--- config.mk ---
export PLATFORM = sky130hd
export DESIGN_NAME = mac_sequencer
export DESIGN_NICKNAME = d
export VERILOG_FILES = /design/src/rtl/mac_pkg.sv /design/src/rtl/mac_seq_cnt.sv /design/src/rtl/mac_sequencer.sv
export SDC_FILE = /design/constraint.sdc
export NUM_CORES = 1
export LEC_CHECK = 0
export CORE_MARGIN = 2
export CORE_UTILIZATION = 36
export DETAILED_ROUTE_END_ITERATION = 6
export GPL_TIMING_DRIVEN = 0
export PLACE_DENSITY = 0.8
export REMOVE_ABC_BUFFERS = 1
export SKIP_LAST_GASP = 1
export SLEW_MARGIN = 15
export SYNTH_ARGS = -nofsm -noshare
export SYNTH_HDL_FRONTEND = slang
export SYNTH_SLANG_ARGS = --single-unit
--- constraint.sdc ---
create_clock -name clk -period 1.45 [get_ports clk]
set_input_delay 0.2175 -clock clk [delete_from_list [all_inputs] [get_ports clk]]
set_output_delay 0.2175 -clock clk [all_outputs]
set_load 0.01 [all_outputs]
--- src/rtl/mac_pkg.sv ---
// Shared types and width helpers for the MAC neuron sequencer.
package mac_pkg;

    // Ceiling log2; clog2(1) = 0.
    function automatic int unsigned clog2(input int unsigned v);
        int unsigned r;
        r = 0;
        while ((64'(1) << r) < 64'(v)) begin
            r = r + 1;
        end
        return r;
    endfunction

    // Accumulator/activation width for n 8x8 products.
    function automatic int unsigned acc_w(input int unsigned n);
        return 16 + clog2(n);
    endfunction

    // Pair counter width: must hold the value n without wrapping.
    function automatic int unsigned cnt_w(input int unsigned n);
        return (clog2(n + 1) == 0) ? 1 : clog2(n + 1);
    endfunction

    typedef enum logic [2:0] {
        CLR   = 3'd0,
        ACC   = 3'd1,
        DRAIN = 3'd2,
        ACT   = 3'd3,
        OUT   = 3'd4
    } state_e;

endpackage

--- src/rtl/mac_seq_cnt.sv ---
// Pair counter for the sequencer: clears, increments, saturates at N.
module mac_seq_cnt
    import mac_pkg::*;
#(
    parameter int unsigned N     = 8,
    parameter int unsigned CNT_W = cnt_w(N)
) (
    input  logic             clk,
    input  logic             rst,
    input  logic             clr,
    input  logic             inc,
    output logic [CNT_W-1:0] cnt,
    output logic             done
);

    assign done = (cnt == CNT_W'(N));

    // Count accepted pairs; holds at N so it never wraps.
    always_ff @(posedge clk) begin
        if (rst || clr) begin
            cnt <= '0;
        end else if (inc && !done) begin
            cnt <= cnt + CNT_W'(1);
        end
    end

endmodule

--- src/rtl/mac_sequencer.sv ---
// Controller/feeder for the 8x8 MAC neuron datapath.
// Optional feature macro: MAC_SEQ_CNT_CHECK_EN (datapath counter cross-check on err).
module mac_sequencer
    import mac_pkg::*;
#(
    parameter  int unsigned N     = 8,
    localparam int unsigned ACC_W = acc_w(N)
) (
    input  logic             clk,
    input  logic             rst,
    input  logic             s_valid,
    output logic             s_ready,
    input  logic [7:0]       s_in,
    input  logic [7:0]       s_weight,
    output logic             dp_rst,
    output logic [7:0]       dp_in,
    output logic [7:0]       dp_weight,
    output logic             ldIn,
    output logic             ldWeight,
    output logic             ldNReg,
    output logic             count_up,
    output logic             ready,
    input  logic [ACC_W-1:0] outActive,
    input  logic             count_cout,
    output logic             m_valid,
    input  logic             m_ready,
    output logic [ACC_W-1:0] m_data,
    output logic             err
);

    localparam int unsigned CNT_W = cnt_w(N);

    state_e           state;
    state_e           state_next;
    logic [CNT_W-1:0] cnt;
    logic             cnt_done;
    logic             cnt_clr;
    logic             accept;
    logic             acc_pend;

    assign dp_in     = s_in;
    assign dp_weight = s_weight;

    mac_seq_cnt #(
        .N     (N),
        .CNT_W (CNT_W)
    ) u_cnt (
        .clk  (clk),
        .rst  (rst),
        .clr  (cnt_clr),
        .inc  (accept),
        .cnt  (cnt),
        .done (cnt_done)
    );

    // State register.
    always_ff @(posedge clk) begin
        if (rst) begin
            state <= CLR;
        end else begin
            state <= state_next;
        end
    end

    // Next state and strobes; everything except dp_rst is held low during rst.
    always_comb begin
        state_next = state;
        dp_rst     = rst || (state == CLR);
        s_ready    = 1'b0;
        accept     = 1'b0;
        cnt_clr    = 1'b0;
        ldIn       = 1'b0;
        ldWeight   = 1'b0;
        ldNReg     = 1'b0;
        count_up   = 1'b0;
        ready      = 1'b0;
        m_valid    = 1'b0;
        if (!rst) begin
            case (state)
                CLR: begin
                    cnt_clr    = 1'b1;
                    state_next = ACC;
                end
                ACC: begin
                    s_ready  = !cnt_done;
                    accept   = s_valid && s_ready;
                    ldIn     = accept;
                    ldWeight = accept;
                    ldNReg   = acc_pend;
                    count_up = acc_pend;
                    if (accept && (cnt == CNT_W'(N - 1))) begin
                        state_next = DRAIN;
                    end
                end
                DRAIN: begin
                    ldNReg     = acc_pend;
                    count_up   = acc_pend;
                    state_next = ACT;
                end
                ACT: begin
                    ready      = 1'b1;
                    state_next = OUT;
                end
                OUT: begin
                    m_valid = 1'b1;
                    if (m_ready) begin
                        state_next = CLR;
                    end
                end
                default: begin
                    state_next = CLR;
                end
            endcase
        end
    end

    // Accumulate strobe trails each accept by one cycle.
    always_ff @(posedge clk) begin
        if (rst) begin
            acc_pend <= 1'b0;
        end else begin
            acc_pend <= accept;
        end
    end

    // Capture the activated result; held through OUT.
    always_ff @(posedge clk) begin
        if (rst) begin
            m_data <= '0;
        end else if (state == ACT) begin
            m_data <= outActive;
        end
    end

`ifdef MAC_SEQ_CNT_CHECK_EN
    // Sticky flag when the datapath counter disagrees with the pair count.
    always_ff @(posedge clk) begin
        if (rst) begin
            err <= 1'b0;
        end else if ((state == ACT) && !count_cout) begin
            err <= 1'b1;
        end else if ((state == ACC) && count_cout && !cnt_done) begin
            err <= 1'b1;
        end
    end
`else
    logic unused_count_cout;
    assign unused_count_cout = count_cout;
    assign err               = 1'b0;
`endif

endmodule
* Word level (Yosys, flattened, before mapping) *
Cells that the tools add are included.

storage, ports and cells
  word-level logic and storage cells = 37
  register bits = 27
  input port bits = 40

operators by class
  reductions and logical operators = 9
  add/sub/neg operators = 1
  eq/ne operators = 8
  multiplexer cells = 15

operator list
  kind                 count
  $pmux 3 s5           1
  $mux 1               12
  $eq 3x2->1 const B   2
  $mux 3               2
  $add 4x1->4 const B  1
  $eq 4x3->1 const B   1
  $eq 4x4->1 const B   1
  $ne 2x2->1 const B   2
  $eq 3x1->1 const B   1
  $eq 3x3->1 const B   1
  $logic_and 1x1->1    3
  $logic_not 3->1      1
  $logic_or 1x1->1     2
  $reduce_and 2->1     1
  $reduce_or 2->1      1
  $logic_not 1->1      1

* Longest topological paths before layout *
  word-level depth = 6
  depth in mapped cells = 6
  depth with buffers taken out = 5

* Modules after synthesis *
Synthesis repeated with hierarchy kept, for this count alone.

second synthesis, totals
  cell total of the unflattened synthesis = 155
  area total of the unflattened synthesis = 1,336.3 µm²

modules (own cells, without submodules)
  module         cells an instance  area each (µm²)  instances
  mac_sequencer  130                1,112.3          1
  mac_seq_cnt    25                 224.0            1

* Worst setup path after synthesis *
No wires, ideal clock.

  path kind = register to output
  from = reg state[0]
  to = out ldNReg
  stages on the path, launching flop included = 5
  path slack = -0.060 ns
  arrival = 1.292 ns
  path through = dfxtp_1 > buf_2 > xnor2_1 > nor4b_1 > buf_4

on the way
  cells in the longest elaborated chain, start to end = 4
  elaborated cells between the ends (all ways) = 5
  classes of those cells = eq/ne (2); mux (2); reduce/logical (1)

ends and longest elaborated chain
  item                                      line                 text
  start: declaration                        mac_sequencer.sv:33  state_e state;
  start signal: assignment                  mac_sequencer.sv:61  state <= state_next;
  $eq 3x1->1 or $eq 3x2->1 (tied branches)  -
  $reduce_or 2->1 (no source line) *        -
  $mux 1 * (2 in a row)                     -
  end: declaration                          mac_sequencer.sv:20  output logic ldNReg,

Mark *: on every way between the ends. The rest lies on a longest branch, timed or not.

* Worst setup path after layout *
  from = reg state[1]
  to = out ldIn

on the way
  cells in the longest elaborated chain, start to end = 3

ends and longest elaborated chain
  item              line                 text
  $eq 3x1->1        mac_sequencer.sv:79  case (state)
  $mux 1            mac_sequencer.sv:79
  $mux 1            mac_sequencer.sv:78  if (!rst) begin
  end: declaration  mac_sequencer.sv:18  output logic ldIn,

No other way between the ends.

==> impl_metrics.csv <==
group,metric,value,unit
setup_path,r2r-start,"state[1]",
floorplan,die_x,63.7,um
floorplan,core_area,3390,um2
pwr,power_frac_comb,0.117,
logic_synthesis,syn_inst,150,
global_route,grt_remaining_overflow,0,
global_route,grt_max_degree,30,
logic_synthesis,synth-seq-cells,27,
logic_synthesis,yosys.area.top_type,"dfxtp_1",
logic_synthesis,ys_warn_count,0,
global_route,use_met2,0.247,
pwr,p_sw_frac,0.218,
setup_path,critical-path-top-delay-family,"simple AND/OR/NAND/NOR gates",
pwr,p_int,0.942,mW
setup_path,crit_start,"state[1]",
pwr,clock_power_share,0.264,
placed_design,place_area,1630,um2
clocking,clkTransAtPathRegs,0.14,ns
min_path,min_from,"rst",
layout,diodes,0,
global_route,busiest_layer,"met2",
timing,hold_viol_final,0,
setup_path,cpPeakStageDelay,0.39,ns
clocking,cts_hold_buffers,0,
min_path,worstHoldPathType,"in2reg",
pwr,worst_ir_drop_vdd,0.587,mV
clocking,cts-buffers-inserted,3,
setup_path,path_buf_inv,2,
clocking,cts_buffer_depth,2,
routing,routed_wl,3400,um
global_route,antenna_found_initial,0,
placed_design,dp_hpwl,1940,um
global_route,grt.met1_usage,0.186,
timing,tns,-1.24,ns
pwr,p_leak,1.03,nW
global_route,use_met3,0.0839,
timing,relSlewSlack,0.634,
setup_path,path_cells,"nor4b_4 > buf_4 > and3_4 > buf_6",
floorplan,die-area,4060,um2
placed_design,io_buffer_count,49,
timing,clock.fmax,597,MHz
floorplan,start_util,0.379,
layout,fill_cells,309,
placed_design,dp_cells,217,
setup_path,path_class,"reg2out",
layout,nets,243,
routing,drcViolationCount,0,
routing,antenna_left,0,
pwr,seqPwrFrac,0.620,
placed_design,place_congestion,0.687,
layout,drive_above_1_share,0.240,
routing,num_vias,1164,
layout,layout_commonest_cell,"nand2_1",
status,violations,"negative setup slack",
pwr,cellPowerDensity,633,nW/um2
placed_design,place_ws,-1.39,ns
timing,tightest_slew,0.549,ns
timing,fin_crit,1.68,ns
logic_synthesis,syn_area,1280,um2
timing,post-route-period-util,1.16,
logic_synthesis,synth.avg_cell_area,8.56,um2
logic_synthesis,netlist.area_leader.share,0.421,
setup_path,crit_path_end_kind,"primary output",
layout,final_cell_area,1900,um2
layout,area_growth,48.3,%
layout,multiInputGateArea,592,um2
timing,drv_slew,0,
floorplan,io_pins,84,
global_route,grt_use_total,0.159,
clocking,root_buffer,"clkbuf_4",
clocking,worst_skew_pair.late_latency,0.32,ns
status,status,"complete, but fails checks",
floorplan,fp.dieH,63.7,um
timing,skew,0.0117,ns
floorplan,rows,21,
setup_path,slowest_stage,"dfxtp_4",
clocking,tritoncts,"done",
layout,final_cell_mix,"nand2_1, dfxtp_1, clkdlybuf4s50_1",
setup_path,worstPathRequired,1.23,ns
clocking,clock_sinks,27,
routing,via_per_inst,4.73,
logic_synthesis,synth-seq-area-share,0.421,
global_route,first_global_vias,1065,
timing,rsz0062_at_grt,"true",
job,drv_cap,0,
logic_synthesis,synth_area_leaders,"dfxtp_1, buf_4, nand2_1",
routing,drtPass1Iterations,4,
timing,setup_ws,-0.226,ns
layout,regArea,554,um2
pwr,switching_power,0.263,mW
setup_path,arrival,1.46,ns
clocking,h-tree-depth,1,
setup_path,cp-start-kind,"register",
global_route,grt_pass1_wl,4990,um
routing,wl_per_cell,13.8,um
routing,drt-initial-drc-count,38,
layout,finalNonFillerCells,246,
setup_path,cp_max_fo,3,
logic_synthesis,synth_cell_types,33,
timing,setup_violations,9,
-- cells in the mapped netlist, drive strengths merged --
| library cell | n |
|---|---|
| o31ai | 1 |
| clkbuf | 3 |
| and3 | 3 |
| conb | 1 |
| and3b | 1 |
| and4b | 1 |
| a21oi | 20 |
| o21a | 1 |
| nor4b | 3 |
| and4 | 1 |
| or3 | 1 |
| nor3 | 1 |
| xnor2 | 1 |
| nand2 | 38 |
| ha | 2 |
| inv | 3 |
| and2 | 1 |
| nand3b | 5 |
| a41oi | 1 |
| o21ba | 1 |
| nor2 | 1 |
| or4b | 1 |
| buf | 25 |
| a211oi | 1 |
| nand4 | 2 |
| dfxtp | 27 |
| nand2b | 2 |
| mux2i | 2 |
-- power groups by stage --
stage,logic (mW),clock network [mW],registers (mW)
floorplan,0.0266,0,0.768
global placement,0.113,0,0.769
detailed placement,0.114,0,0.769
CTS,0.131,0.334,0.749
global route,0.151,0.369,0.748
finish,0.140,0.318,0.747
-- state kept, by name (all words and copies together), names as in the netlist --
signal and count:
acc_pend 1, m_data 19, state 3, u_cnt.cnt 4
-- cells by family (layout without fill, tap and decap cells) --
kind of cell | Yosys count | count (layout) | synth area share
compound gates | 25 | 25 | 0.110
mux | 2 | 2 | 0.0156
flops | 27 | 27 | 0.421
fa+ha+maj | 2 | 2 | 0.0195
xor+xnor | 1 | 1 | 0.00682
buf+inv | 31 | 77 | 0.164
other cells | 1 | 1 | 0.00292
simple gates | 61 | 65 | 0.260
-- final timing paths --
check                  to  slack (ns)  depth (start not counted)
max                  ldIn       -0.23                          4
min             m_data[4]        0.37                          2
max reg2reg  u_cnt.cnt[3]       -0.01                          6
min reg2reg     m_data[4]        0.46                          2
-- area by class of cell --
class                   instances  area share
repair buffers                 70       0.348
multi-input cells              96       0.311
flip-flops and latches         27       0.291
well taps                      46      0.0302
clock buffers                   4      0.0138
inverters                       3     0.00591
-- per-stage QoR --
step                power [mW]   util  hold slack, ns
CTS                       1.21  0.537           0.374
floorplan                0.795      -           0.287
global route              1.27  0.562           0.378
global placement         0.882  0.482           0.435
detailed placement       0.883  0.482           0.435
finish                    1.21  0.562           0.367
-- repair_timing --
item                       in CTS  in global routing
setup buffers                  18                  4
gates cloned                    2                  2
pin swaps                       4                  2
gates resized for setup        60                 16
setup endpoints to repair      37                 37
-- worst reg2reg max path, stage by stage, from the launching register on --
cell and delay, ns:
dfxtp_4 0.39, nor4b_4 0.29, buf_4 0.16, buf_4 0.10, buf_4 0.12, a41oi_1 0.12, o21ba_1 0.20
-- metal layers --
metal / part of all wire / wire (um)
met4: 0.0044 / 15
met2: 0.47 / 1600
met5: 0 / 0
met3: 0.082 / 280
met1: 0.44 / 1510
Note: power is estimated with default switching activity, not from simulation.
